`config.mk`:
```
export PLATFORM = sky130hd
export DESIGN_NAME = sump_cmd_dec_flat
export DESIGN_NICKNAME = d
export VERILOG_FILES = /design/src/rtl/sump_pkg.sv /design/src/rtl/sump_cmd_dec_if.sv /design/src/rtl/sump_cmd_dec.sv /design/src/flat_wrapper.sv
export SDC_FILE = /design/constraint.sdc
export NUM_CORES = 1
export LEC_CHECK = 0
export BUFFER_PORTS_ARGS = -buffer_cell sky130_fd_sc_hd__clkbuf_2
export CAP_MARGIN = 20
export CORE_MARGIN = 5
export CORE_UTILIZATION = 60
export DETAILED_ROUTE_END_ITERATION = 7
export PLACE_DENSITY = 0.92
export SYNTH_ARGS = -nofsm -noshare
export SYNTH_HDL_FRONTEND = slang
export SYNTH_SLANG_ARGS = --single-unit
```
`constraint.sdc`:
```
create_clock -name clk_i -period 9.3 [get_ports clk_i]
set_input_delay 0.93 -clock clk_i [delete_from_list [all_inputs] [get_ports clk_i]]
set_output_delay 0.93 -clock clk_i [all_outputs]
set_load 0.03 [all_outputs]
```
`src/rtl/sump_pkg.sv`:
```
// Shared SUMP protocol definitions: opcodes, decoder states, trigger register selectors.
// Pure declarations; no timing or flow control of its own.
package sump_pkg;

  localparam logic [7:0] OPC_RESET    = 8'h00;
  localparam logic [7:0] OPC_RUN      = 8'h01;
  localparam logic [7:0] OPC_ID       = 8'h02;
  localparam logic [7:0] OPC_XON      = 8'h11;
  localparam logic [7:0] OPC_XOFF     = 8'h13;
  localparam logic [7:0] OPC_DIV      = 8'h80;
  localparam logic [7:0] OPC_CNT      = 8'h81;
  localparam logic [7:0] OPC_FLAGS    = 8'h82;
  localparam logic [7:0] OPC_TRG_BASE = 8'hC0;

  typedef enum logic {
    IDLE,
    ARG
  } dec_state_t;

  typedef enum logic [1:0] {
    TRG_MASK   = 2'd0,
    TRG_VALUE  = 2'd1,
    TRG_CONFIG = 2'd2
  } trg_reg_t;

  // Trigger opcodes 0xC0-0xCF address stage opc[3:2]; register slot 3 does not exist.
  function automatic logic is_long_opc(input logic [7:0] opc);
    if (opc == OPC_DIV || opc == OPC_CNT || opc == OPC_FLAGS)
      return 1'b1;
    return (opc[7:4] == OPC_TRG_BASE[7:4]) && (opc[1:0] <= TRG_CONFIG);
  endfunction

endpackage

```
`src/rtl/sump_cmd_dec_if.sv`:
```
// Byte input and decoded command outputs of the SUMP command decoder.
// master drives received bytes and consumes commands; slave is the decoder.
interface sump_cmd_dec_if;

  logic        rx_stb_i;
  logic [7:0]  rx_data_i;
  logic [31:0] cmd_o;
  logic [7:0]  opc_o;
  logic        exe_o;
  logic        soft_rst_o;
  logic        run_o;
  logic        id_o;
  logic        tx_pause_o;
  logic        set_div_o;
  logic        set_cnt_o;
  logic        set_flags_o;
  logic        set_trg_o;
  logic [1:0]  trg_stage_o;
  logic [1:0]  trg_reg_o;
  logic        err_o;

  modport master (
    output rx_stb_i, rx_data_i,
    input  cmd_o, opc_o, exe_o, soft_rst_o, run_o, id_o, tx_pause_o,
           set_div_o, set_cnt_o, set_flags_o, set_trg_o, trg_stage_o, trg_reg_o, err_o
  );

  modport slave (
    input  rx_stb_i, rx_data_i,
    output cmd_o, opc_o, exe_o, soft_rst_o, run_o, id_o, tx_pause_o,
           set_div_o, set_cnt_o, set_flags_o, set_trg_o, trg_stage_o, trg_reg_o, err_o
  );

endinterface

```
`src/rtl/sump_cmd_dec.sv`:
```
// SUMP command decoder: assembles short/long commands from UART bytes into one-cycle strobes.
// Latency 1 cycle from completing byte; never backpressures, one byte per cycle, timeout resync.
module sump_cmd_dec
  import sump_pkg::*;
#(
  parameter int TIMEOUT = 100000
) (
  input logic           clk_i,
  input logic           rst_i,
  sump_cmd_dec_if.slave bus
);

  localparam int             TW       = $clog2(TIMEOUT + 1);
  localparam logic [TW-1:0]  TMO_LAST = TW'(TIMEOUT - 1);

  dec_state_t    state_q, state_d;
  logic [7:0]    opc_sh_q;
  logic [23:0]   arg_sh_q;
  logic [1:0]    idx_q;
  logic [TW-1:0] tmo_q;

  logic        short_cmd, last_arg, tmo_hit;
  logic [31:0] arg_full;

  logic        exe_q, soft_q, run_q, id_q, div_q, cnt_q, flg_q, trg_q, err_q, pause_q;
  logic        exe_d, soft_d, run_d, id_d, div_d, cnt_d, flg_d, trg_d, err_d, pause_d;
  logic [7:0]  opc_q, opc_d;
  logic [31:0] cmd_q, cmd_d;
  logic [1:0]  stage_q, stage_d, treg_q, treg_d;

  assign short_cmd = (state_q == IDLE) && bus.rx_stb_i && !bus.rx_data_i[7];
  assign last_arg  = (state_q == ARG) && bus.rx_stb_i && (idx_q == 2'd3);
  // A byte in the expiry cycle wins over the abort.
  assign tmo_hit   = (state_q == ARG) && !bus.rx_stb_i && (tmo_q == TMO_LAST);
  // Little-endian: the shadow shifts right so the first argument byte ends in [7:0].
  assign arg_full  = {bus.rx_data_i, arg_sh_q};

  always_ff @(posedge clk_i or posedge rst_i) begin
    if (rst_i) state_q <= IDLE;
    else       state_q <= state_d;
  end

  always_comb begin
    state_d = state_q;
    unique case (state_q)
      IDLE: if (bus.rx_stb_i && bus.rx_data_i[7]) state_d = ARG;
      ARG:  if (last_arg || tmo_hit)              state_d = IDLE;
      default:                                    state_d = IDLE;
    endcase
  end

  always_ff @(posedge clk_i or posedge rst_i) begin
    if (rst_i) begin
      opc_sh_q <= '0;
      arg_sh_q <= '0;
      idx_q    <= '0;
      tmo_q    <= '0;
    end else if (state_q == IDLE) begin
      tmo_q <= '0;
      if (bus.rx_stb_i && bus.rx_data_i[7]) begin
        opc_sh_q <= bus.rx_data_i;
        arg_sh_q <= '0;
        idx_q    <= '0;
      end
    end else if (bus.rx_stb_i) begin
      arg_sh_q <= arg_full[31:8];
      idx_q    <= idx_q + 2'd1;
      tmo_q    <= '0;
    end else if (tmo_hit) begin
      arg_sh_q <= '0;
      tmo_q    <= '0;
    end else begin
      tmo_q <= tmo_q + TW'(1);
    end
  end

  always_comb begin
    exe_d   = 1'b0;
    soft_d  = 1'b0;
    run_d   = 1'b0;
    id_d    = 1'b0;
    div_d   = 1'b0;
    cnt_d   = 1'b0;
    flg_d   = 1'b0;
    trg_d   = 1'b0;
    err_d   = 1'b0;
    pause_d = pause_q;
    opc_d   = opc_q;
    cmd_d   = cmd_q;
    stage_d = stage_q;
    treg_d  = treg_q;
    if (short_cmd) begin
      unique case (bus.rx_data_i)
        OPC_RESET: begin exe_d = 1'b1; soft_d = 1'b1; pause_d = 1'b0; opc_d = bus.rx_data_i; end
        OPC_RUN:   begin exe_d = 1'b1; run_d  = 1'b1; opc_d = bus.rx_data_i; end
        OPC_ID:    begin exe_d = 1'b1; id_d   = 1'b1; opc_d = bus.rx_data_i; end
        OPC_XON:   begin exe_d = 1'b1; pause_d = 1'b0; opc_d = bus.rx_data_i; end
        OPC_XOFF:  begin exe_d = 1'b1; pause_d = 1'b1; opc_d = bus.rx_data_i; end
        default:   err_d = 1'b1;
      endcase
    end else if (last_arg) begin
      if (is_long_opc(opc_sh_q)) begin
        exe_d = 1'b1;
        opc_d = opc_sh_q;
        cmd_d = arg_full;
        unique case (opc_sh_q)
          OPC_DIV:   div_d = 1'b1;
          OPC_CNT:   cnt_d = 1'b1;
          OPC_FLAGS: flg_d = 1'b1;
          default: begin
            trg_d   = 1'b1;
            stage_d = opc_sh_q[3:2];
            treg_d  = opc_sh_q[1:0];
          end
        endcase
      end else begin
        err_d = 1'b1;
      end
    end else if (tmo_hit) begin
      err_d = 1'b1;
    end
  end

  always_ff @(posedge clk_i or posedge rst_i) begin
    if (rst_i) begin
      {exe_q, soft_q, run_q, id_q, div_q, cnt_q, flg_q, trg_q, err_q, pause_q} <= '0;
      opc_q   <= '0;
      cmd_q   <= '0;
      stage_q <= '0;
      treg_q  <= '0;
    end else begin
      {exe_q, soft_q, run_q, id_q, div_q, cnt_q, flg_q, trg_q, err_q, pause_q} <=
        {exe_d, soft_d, run_d, id_d, div_d, cnt_d, flg_d, trg_d, err_d, pause_d};
      opc_q   <= opc_d;
      cmd_q   <= cmd_d;
      stage_q <= stage_d;
      treg_q  <= treg_d;
    end
  end

  assign bus.exe_o       = exe_q;
  assign bus.soft_rst_o  = soft_q;
  assign bus.run_o       = run_q;
  assign bus.id_o        = id_q;
  assign bus.set_div_o   = div_q;
  assign bus.set_cnt_o   = cnt_q;
  assign bus.set_flags_o = flg_q;
  assign bus.set_trg_o   = trg_q;
  assign bus.err_o       = err_q;
  assign bus.tx_pause_o  = pause_q;
  assign bus.opc_o       = opc_q;
  assign bus.cmd_o       = cmd_q;
  assign bus.trg_stage_o = stage_q;
  assign bus.trg_reg_o   = treg_q;

endmodule

```
`src/flat_wrapper.sv`:
```
// flat-port wrapper written by rule: the top's interface ports become plain ports
module sump_cmd_dec_flat import sump_pkg::*;
#(
  parameter int TIMEOUT = 100000
)
  (clk_i, rst_i, bus_rx_stb_i, bus_rx_data_i, bus_cmd_o, bus_opc_o, bus_exe_o, bus_soft_rst_o, bus_run_o, bus_id_o, bus_tx_pause_o, bus_set_div_o, bus_set_cnt_o, bus_set_flags_o, bus_set_trg_o, bus_trg_stage_o, bus_trg_reg_o, bus_err_o);
  sump_cmd_dec_if bus_i ();
  input logic clk_i;
  input logic rst_i;
  input wire logic [$bits(bus_i.rx_stb_i)-1:0] bus_rx_stb_i;
  input wire logic [$bits(bus_i.rx_data_i)-1:0] bus_rx_data_i;
  output wire logic [$bits(bus_i.cmd_o)-1:0] bus_cmd_o;
  output wire logic [$bits(bus_i.opc_o)-1:0] bus_opc_o;
  output wire logic [$bits(bus_i.exe_o)-1:0] bus_exe_o;
  output wire logic [$bits(bus_i.soft_rst_o)-1:0] bus_soft_rst_o;
  output wire logic [$bits(bus_i.run_o)-1:0] bus_run_o;
  output wire logic [$bits(bus_i.id_o)-1:0] bus_id_o;
  output wire logic [$bits(bus_i.tx_pause_o)-1:0] bus_tx_pause_o;
  output wire logic [$bits(bus_i.set_div_o)-1:0] bus_set_div_o;
  output wire logic [$bits(bus_i.set_cnt_o)-1:0] bus_set_cnt_o;
  output wire logic [$bits(bus_i.set_flags_o)-1:0] bus_set_flags_o;
  output wire logic [$bits(bus_i.set_trg_o)-1:0] bus_set_trg_o;
  output wire logic [$bits(bus_i.trg_stage_o)-1:0] bus_trg_stage_o;
  output wire logic [$bits(bus_i.trg_reg_o)-1:0] bus_trg_reg_o;
  output wire logic [$bits(bus_i.err_o)-1:0] bus_err_o;
  assign bus_i.rx_stb_i = bus_rx_stb_i;
  assign bus_i.rx_data_i = bus_rx_data_i;
  assign bus_cmd_o = bus_i.cmd_o;
  assign bus_opc_o = bus_i.opc_o;
  assign bus_exe_o = bus_i.exe_o;
  assign bus_soft_rst_o = bus_i.soft_rst_o;
  assign bus_run_o = bus_i.run_o;
  assign bus_id_o = bus_i.id_o;
  assign bus_tx_pause_o = bus_i.tx_pause_o;
  assign bus_set_div_o = bus_i.set_div_o;
  assign bus_set_cnt_o = bus_i.set_cnt_o;
  assign bus_set_flags_o = bus_i.set_flags_o;
  assign bus_set_trg_o = bus_i.set_trg_o;
  assign bus_trg_stage_o = bus_i.trg_stage_o;
  assign bus_trg_reg_o = bus_i.trg_reg_o;
  assign bus_err_o = bus_i.err_o;
  sump_cmd_dec #(.TIMEOUT(TIMEOUT)) u_core (.clk_i(clk_i), .rst_i(rst_i), .bus(bus_i));
endmodule
```
=== Yosys cells after proc, flatten, opt, wreduce, memory -nomap -nowiden ===
Cells that the tools add are included.

* Add/sub/neg operators: 2
* Order comparisons: 1
* Eq/ne operators: 13
* Multiplexer cells: 56
* Bitwise gates (word level): 3
* Reduce and logical (&&, ||, !) cells: 28

{| class="wikitable"
|+ Operator list
! operator !! number
|-
| 2-to-1 mux 24 bit || 4
|-
| 2-to-1 mux 17 bit || 3
|-
| 2-to-1 mux 1 bit || 40
|-
| 2-to-1 mux 8 bit || 4
|-
| equality test 8 bit (second input constant) || 3
|-
| adder 17 x 1 -> 17 bit (second input constant) || 1
|-
| equality test 17 bit (second input constant) || 1
|-
| equality test 8 x 5 -> 1 bit (second input constant) || 2
|-
| equality test 8 x 1 -> 1 bit (second input constant) || 1
|-
| equality test 8 x 2 -> 1 bit (second input constant) || 1
|-
| logical AND 1 bit || 8
|-
| logical NOT 8 bit || 1
|-
| AND reduction 2 bit || 4
|-
| nonzero test 2 bit || 4
|-
| 2-to-1 mux 2 bit || 3
|-
| AND reduction 3 bit || 2
|-
| OR reduction 5 bit || 1
|-
| equality test 4 bit (second input constant) || 1
|-
| inequality test 2 bit (second input constant) || 2
|-
| one-hot mux 1 bit (2 select lines) || 2
|-
| AND reduction 4 bit || 1
|-
| logical OR 1 bit || 3
|-
| inequality test 3 bit (second input constant) || 1
|-
| inverter 1 bit || 3
|-
| other kinds (6) || 7
|}

* Register bits: 106
* Input port bits: 11
* Output and inout port bits: 54
* Word-level logic and storage cells: 122

=== Longest topological paths before layout ===
Gate-level depths: netlist (run 1).

* Depth after elaboration: 12
* Mapped depth: 7
* Gate-level depth less buffers: 6

=== Worst setup path before layout (run 1) ===
OpenSTA, ideal clock, no wires.

* Kind: input -> register
* From: input bus_rx_stb_i
* To: register u_core.arg_sh_q[0]
* Library setup time: 0.121 ns
* Arrival: 2.405 ns
* Data required time: 9.179 ns
* Setup slack: 6.774 ns
* Stages: 6
* Path buffers: 2
* Cells stage by stage: buf_2 nor2b_4 or4b_4 o31a_4 buf_6 a22o_1

* Cells in the longest elaborated chain, start to end: 5
* Elaborated cells between the ends (all ways): 9
* Those cells by class: eq/ne (1); mux (2); reduce/logical (6)

{| class="wikitable"
|+ RTL lines
! element !! line !! RTL
|-
| from (decl) || flat_wrapper.sv:10 || <nowiki>input wire logic [$bits(bus_i.rx_stb_i)-1:0] bus_rx_stb_i;</nowiki>
|-
| logical NOT 1 bit || sump_cmd_dec.sv:34 || <nowiki>assign tmo_hit = (state_q == ARG) && !bus.rx_stb_i && (tmo_q == TMO_LAST);</nowiki>
|-
| logical AND 1 bit (2 in a row) || sump_cmd_dec.sv:34 ||
|-
| inequality test 3 bit (no source line) || - ||
|-
| AND reduction 2 bit (no source line) || - ||
|-
| to (signal assigned) || sump_cmd_dec.sv:66 || <nowiki>arg_sh_q <= arg_full[31:8];</nowiki>
|-
| to (decl) || sump_cmd_dec.sv:18 || <nowiki>logic [23:0] arg_sh_q;</nowiki>
|}

Several ways; a longest one is shown, not always the timed one.
A chain may end at the register's enable or synchronous reset.

=== Final worst setup path (run 1) ===
* From: input bus_rx_stb_i
* To: register u_core.opc_q[0] (netlist: u_core.bus.opc_o[0])

* Cells in the longest elaborated chain, start to end: 4
* Elaborated cells between the ends (all ways): 9
* Those cells by class: eq/ne (1); mux (1); reduce/logical (7)

{| class="wikitable"
|+ RTL lines
! element !! line !! RTL
|-
| logical AND 1 bit, on equally long branches (2 in a row) || sump_cmd_dec.sv:31, sump_cmd_dec.sv:32 ||
|-
| inequality test 2 bit (no source line) or nonzero test 2 bit (tied branches) || - ||
|-
| AND reduction 3 bit (no source line) || - ||
|-
| to (signal assigned) || sump_cmd_dec.sv:134 || <nowiki>opc_q <= opc_d;</nowiki>
|-
| to (decl) || sump_cmd_dec.sv:27 || <nowiki>logic [7:0] opc_q, opc_d;</nowiki>
|}

Several ways; a longest one is shown, not always the timed one.

==> run metrics, run 1 <==
status finished clean; max incr delay on CP 0.45 ns; Die ar. 8960 um^2; CTS tree yes; DIE WIDTH 94.6 um; clk_skew 0.0134 ns; number of synthesized flops with an enable pin 0; CP cell instances clkbuf_2 -> nor3b_2 -> o2111ai_1 -> nand2_1 -> mux2_2; main area contributors after synthesis dfrtp_1 62%, mux2_2 12%, a22o_1 4.7%; wire per inst 17.5 um; H-Tree Depth 3; share of cells above drive strength 1 0.357; DRC 0; setup TNS 0 ns; cell area after synthesis 4300 um^2; Setup CP Type in -> reg; Synth area leader dfrtp_1; num rows 30; Slew @ Worst Pin 0.913 ns; gr ovfl total 0; Worst-path clk slew 0.10 ns; number of fill cells in the layout 479; register area share after synthesis 0.617; hold_buf cts 0; clk sinks 106; fin util 0.711; WL final 8510 um; pin count of the biggest net entering global routing 92; ys flop type dfrtp_1; warnings from Yosys 0; die height 94.6 um; post-route ant nets 0; Post-layout nets 397; Final period util 0.254; Critical Path AT 2.61 ns; Distinct cells, synth 43; Total Routing Usage GR 0.208; Synth top area share 0.617; worst hold slack 0.453 ns; 1st-pass router iterations 4; Initial Utilization 0.626; CTS Buf Count 9; post-placement cell count 468; Slew Limit Fails 0; number of diodes 0; fmax 424 MHz; vias in the first global route 2868; Leak 0.00241 uW; I/O Buffers 64; Mean Syn Cell Area 13.4 um^2; Finish-stage setup viols 0; Post-synth top cells 106 x dfrtp_1, 47 x mux2_2, 23 x a22o_1; design area 4890 um^2; Worst EP required 9.55 ns; gate count after technology mapping 321; FFs w/ async S/R, synth 1.00; Post-Layout Cell Count 485; placed cell areas 4670 um^2; Tmin final 2.36 ns; routability congestion estimate 0.850; # IOs 65; Critical-path top delay cell nor3b_2; post-CTS sizing 0; Setup Buffers After CTS 0; pwr/cell area 290 nW/um^2; Max-cap violations 0; Iter 0 DRT Violations 190; Yosys reg bits 106; DP HPWL 5840 um; Worst VDD drop 0.190 mV; RSZ-0062 raised after global routing no; most common cell in the netlist dfrtp_1; Root Buffer Master clkbuf_8; area grow syn2layout 13.7%; hold crit path type in -> async; endpoints failing hold 0; antenna violations before repair 0; clock buffer depth 2; crit end category flip-flop; critical path launch point type input port; DR vias/cell 5.81; critical path peak fanout 9; first-pass GRT wire length 14400 um; worst skew pair latency 0.37 ns; vias 2819; core area 6870 um^2; synthesized net count 334; slew margin rel. 0.391
[cells in the final DEF (no fill, tap or decap), drive strengths merged, types with 2 or more instances in the layout]
cell,count
dfrtp,106
clkbuf,75
mux2,47
a22o,24
nor2,19
nand2,18
xnor2,11
nor4,10
inv,9
nand3,8
nand4,6
o21ai,5
nor3,5
xor2,5
nor4b,4
nand3b,3
nor3b,3
o31a,3
buf,3
o21bai,2
a32o,2
ha,2
clkinvlp,2
and3,2
clkinv,2
[final timing paths]
check	from	endpoint	slack, ns	cells past startpoint
worst max-delay path	bus_rx_stb_i	u_core.bus.opc_o[0]$_DFFE_PP0P_	6.94	5
worst min register to register	u_core.bus.cmd_o[28]$_DFFE_PP0P_	u_core.bus.cmd_o[28]$_DFFE_PP0P_	0.50	2
worst min-delay path	rst_i	u_core.bus.cmd_o[11]$_DFFE_PP0P_	0.45	2
worst max register to register	u_core.opc_sh_q[4]$_DFFE_PP0P_	u_core.bus.opc_o[0]$_DFFE_PP0P_	7.10	5
max in group asynchronous	rst_i	u_core.bus.cmd_o[25]$_DFFE_PP0P_	7.96	4
min in group clk_i	u_core.bus.cmd_o[28]$_DFFE_PP0P_	u_core.bus.cmd_o[28]$_DFFE_PP0P_	0.50	2
[cells by family after synthesis]
kind of cell / synth area share
xor+xnor: 0.0326
mux: 0.123
compound gates: 0.0812
flops: 0.617
buf+inv: 0.0268
fa+ha+maj: 0.00582
simple gates: 0.113
[metrics by stage]
stage / worst slack, ns / total power, uW
after floorplan: 5.58 / 1030
after global placement: 6.67 / 1140
after detailed placement: 6.59 / 1160
after CTS: 6.98 / 1420
after global routing: 6.81 / 1490
final: 6.94 / 1420
[layer usage]
layer / up-vias / global-route usage / share of wire
li1: 1301 / - / -
met1: 1431 / 0.262 / 0.42
met2: 79 / 0.345 / 0.51
met3: 8 / 0.0622 / 0.059
met4: 0 / 0.0697 / 0.012
met5: - / 0 / 0
[power by group]
| group | internal, uW | switching, uW |
|---|---|---|
| logic | 175 | 279 |
| clock network | 113 | 152 |
| registers | 597 | 102 |
[area by class of cell]
| cell class | instances | area, um^2 | area share |
|---|---|---|---|
| Sequential cell | 106 | 2650 | 0.543 |
| Multi-Input combinational cell | 192 | 1530 | 0.313 |
| Timing Repair Buffer | 67 | 363 | 0.0742 |
| Clock buffer | 11 | 151 | 0.0310 |
| Tap cell | 96 | 120 | 0.0246 |
| Clock inverter | 5 | 37.5 | 0.00768 |
| Inverter | 8 | 32.5 | 0.00666 |
[worst max-delay path: cells and delay by family]
kind,cells,cell delay (ns)
compound gates,1,0.39
buf+inv,1,0.19
mux,1,0.36
simple gates,2,0.74
[state kept, by name (all words and copies together), names as in the netlist]
name,cells
u_core.bus.id_o,1
u_core.bus.soft_rst_o,1
u_core.bus.set_cnt_o,1
u_core.bus.cmd_o,32
u_core.tmo_q,17
u_core.bus.err_o,1
u_core.bus.set_trg_o,1
u_core.bus.opc_o,8
u_core.idx_q,2
u_core.bus.trg_stage_o,2
u_core.arg_sh_q,24
u_core.bus.run_o,1
u_core.bus.trg_reg_o,2
u_core.bus.set_flags_o,1
u_core.bus.set_div_o,1
u_core.state_q,1
u_core.bus.exe_o,1
u_core.bus.tx_pause_o,1
u_core.opc_sh_q,8
Power figures use the tool's default switching activity.
==> run 2, diff against run 1 <==
--- a/config.mk
+++ b/config.mk
@@ -5,12 +5,13 @@
 export SDC_FILE = /design/constraint.sdc
 export NUM_CORES = 1
 export LEC_CHECK = 0
+export ABC_AREA = 1
 export BUFFER_PORTS_ARGS = -buffer_cell sky130_fd_sc_hd__clkbuf_2
 export CAP_MARGIN = 20
 export CORE_MARGIN = 5
-export CORE_UTILIZATION = 60
+export CORE_UTILIZATION = 51
 export DETAILED_ROUTE_END_ITERATION = 7
-export PLACE_DENSITY = 0.92
+export PLACE_DENSITY = 0.84
 export SYNTH_ARGS = -nofsm -noshare
 export SYNTH_HDL_FRONTEND = slang
 export SYNTH_SLANG_ARGS = --single-unit
==> constraint.sdc (replaced) <==
create_clock -name clk_i -period 2 [get_ports clk_i]
set_input_delay 0.2 -clock clk_i [delete_from_list [all_inputs] [get_ports clk_i]]
set_output_delay 0.2 -clock clk_i [all_outputs]
set_load 0.03 [all_outputs]
==> run 2 against run 1 <==
Effect of this change: global-route usage is 2.2 points lower; clock skew hardly changed; total power grew to 4.5 times the previous value; register-to-register slack worse by 6.9 ns; worst setup slack worse by 6.7 ns; hold slack worse by 0.38 ns; synthesized cell count is 63% higher; sequential share of layout area is 3.2 points lower; die area is 22% higher; area after synthesis is 6.2% higher; wire length is 17% higher; core utilization is 12 points lower; largest power group unchanged.
==> run metrics, run 2 <==
cell mode on critical path nor2_1; max incr delay on CP 0.40 ns; Initial Utilization 0.523; pwr/cell area 1230 nW/um^2; DR vias/cell 5.27; Critical-path top delay cell dfrtp_1; synthesized net count 535; core area 8720 um^2; Seq pwr share 0.488; number of fill cells in the layout 714; first-pass GRT wire length 17000 um; placed cell areas 5000 um^2; Synth top area share 0.581; Die ar. 10900 um^2; Worst VDD drop 0.698 mV; critical path peak fanout 25; Slew Limit Fails 0; H-Tree Depth 3; number of synthesized flops with an enable pin 0; CTS Buf Count 9; most frequent cells in the layout 178 x nand2_1, 106 x dfrtp_1, 64 x clkbuf_2, 59 x nand3_1, 51 x nor2_1; status finished clean; # IOs 65; DP HPWL 7190 um; Min-Delay Endpoint u_core.arg_sh_q[20]$_DFFE_PP0P_; Iter 0 DRT Violations 214; Setup Buffers After CTS 0; Final period util 0.890; hold depth 3; 1st-pass router iterations 4; most common cell in the netlist nand2_1; Mean Syn Cell Area 8.74 um^2; max reg flops 32; hold crit path type in -> reg; Post-synth top cells 178 x nand2_1, 106 x dfrtp_1, 59 x nand3_1; r2r setup slk 0.22 ns; critical path launch point type flip-flop; Leak 0.00278 uW; worst skew pair latency 0.37 ns; wire per inst 14.2 um; clk_skew 0.0131 ns; clock buffer depth 2; WL final 9960 um; design area 5190 um^2; reg2reg end u_core.bus.err_o$_DFF_PP0_; main area contributors after synthesis dfrtp_1 58%, nand2_1 15%, nand3_1 6.5%; Finish-stage setup viols 0; switching share of power 0.405; number of diodes 0; Tmin final 1.78 ns; clk sinks 106; register area share after synthesis 0.581; Worst EP required 2.25 ns; HP Start bus_rx_data_i[4]; FFs w/ async S/R, synth 1.00; vias in the first global route 3747; DIE WIDTH 105 um; P_int 3800 uW; Slew @ Worst Pin 0.763 ns; antenna violations before repair 0; Clock Power Share 0.188; CP cell instances nor2_1 -> nand3_1 -> a21oi_4 -> buf_4 -> nor2_1 -> nor2_1 -> nor2_1; setup TNS 0 ns; Reg2Reg Depth 7; endpoints failing hold 0; Setup CP Type reg -> reg; gr ovfl total 0; cell area after synthesis 4560 um^2; pin count of the biggest net entering global routing 49; RSZ-0062 raised after global routing no; Max-cap violations 0; post-route ant nets 0; Post-layout nets 602; die height 105 um; Worst-path clk slew 0.10 ns; gate count after technology mapping 522; share of cells above drive strength 1 0.178; area grow syn2layout 13.8%; CTS tree yes; slew margin rel. 0.491; logic gate share of total power 0.324; ys flop type dfrtp_1; Worst R2R Start u_core.opc_sh_q[4]$_DFFE_PP0P_; Total Routing Usage GR 0.186; commonest non-fill, non-tap cell in the layout nand2_1; Yosys reg bits 106; I/O Buffers 64; DRC 0; fmax 562 MHz; Root Buffer Master clkbuf_8; Critical Path AT 2.03 ns; Synth area leader dfrtp_1; crit end category flip-flop; warnings from Yosys 0; vias 3697; routability congestion estimate 0.886; num rows 34; Net Sw Power 2580 uW; Distinct cells, synth 32
run 2: worst max path at each step:
stage / startpoint / end / slack [ns] / cells past startpoint
finish: u_core.opc_sh_q[4]$_DFFE_PP0P_ / u_core.bus.err_o$_DFF_PP0_ / 0.22 / 7
global route: u_core.tmo_q[0]$_DFF_PP0_ / u_core.arg_sh_q[15]$_DFFE_PP0P_ / 0.11 / 8
CTS: u_core.tmo_q[0]$_DFF_PP0_ / u_core.arg_sh_q[15]$_DFFE_PP0P_ / 0.25 / 8
detailed placement: u_core.tmo_q[0]$_DFF_PP0_ / u_core.arg_sh_q[15]$_DFFE_PP0P_ / 0.27 / 8
global placement: u_core.tmo_q[0]$_DFF_PP0_ / u_core.arg_sh_q[23]$_DFFE_PP0P_ / 0.36 / 8
floorplan: rst_i / u_core.arg_sh_q[0]$_DFFE_PP0P_ / 0.53 / 1
run 2: cell families after synthesis:
kind of cell               Yosys count  synth area share
xor gates and xnor gates             8            0.0154
AOI/OAI and AO/OA                   29            0.0362
adders and majority gates            2           0.00548
buffers and inverters               54            0.0551
and+or+nand+nor                    323             0.307
DFF                                106             0.581
run 2: area by class of cell:
class | instances | area (um^2) | area share
multi-input cells | 362 | 1660 | 0.319
clock buffers | 10 | 128 | 0.0246
clock inverters | 6 | 55.1 | 0.0106
inverters | 36 | 141 | 0.0272
flip-flops and latches | 106 | 2650 | 0.511
repair buffers | 74 | 423 | 0.0814
well taps | 108 | 135 | 0.0260
run 2: timing repair:
action	CTS	global route
endpoints found under the hold margin	30	0
gates resized for setup	0	0
hold buffers	1	0
run 2: layer usage:
metal / part of all wire / wire [um] / vias up / GRT usage
met2: 0.50 / 4980 / 94 / 0.315
met4: 0.021 / 209 / 0 / 0.0658
met1: 0.42 / 4190 / 1785 / 0.235
met3: 0.059 / 584 / 19 / 0.0432
li1: - / - / 1799 / -
met5: 0 / 0 / - / 0
run 2: power groups by stage:
stage                     registers [uW]  logic, uW  clock network (uW)
after floorplan                     3540       1040                   0
after global placement              3120       2010                   0
after detailed placement            3150       2080                   0
after CTS                           3110       2090                1240
after global routing                3190       2280                1310
final                               3110       2070                1200
run 2: metrics by stage:
| stage | util | hold slack [ns] | setup slack, ns | std cells | power [uW] |
|---|---|---|---|---|---|
| final | 0.596 | 0.0757 | 0.220 | 702 | 6380 |
| after global routing | 0.596 | 0.0694 | 0.112 | 702 | 6780 |
| after CTS | 0.596 | 0.0622 | 0.254 | 702 | 6440 |
| after global placement | 0.573 | 0.351 | 0.361 | 685 | 5130 |
| after floorplan | - | 0.317 | 0.526 | 522 | 4590 |
| after detailed placement | 0.573 | 0.362 | 0.269 | 685 | 5220 |
run 2: critical path, delay by kind of cell (launching register included):
kind,cells,cell delay (ns)
simple gates,5,0.79
flops,1,0.40
compound gates,1,0.18
buf+inv,1,0.29
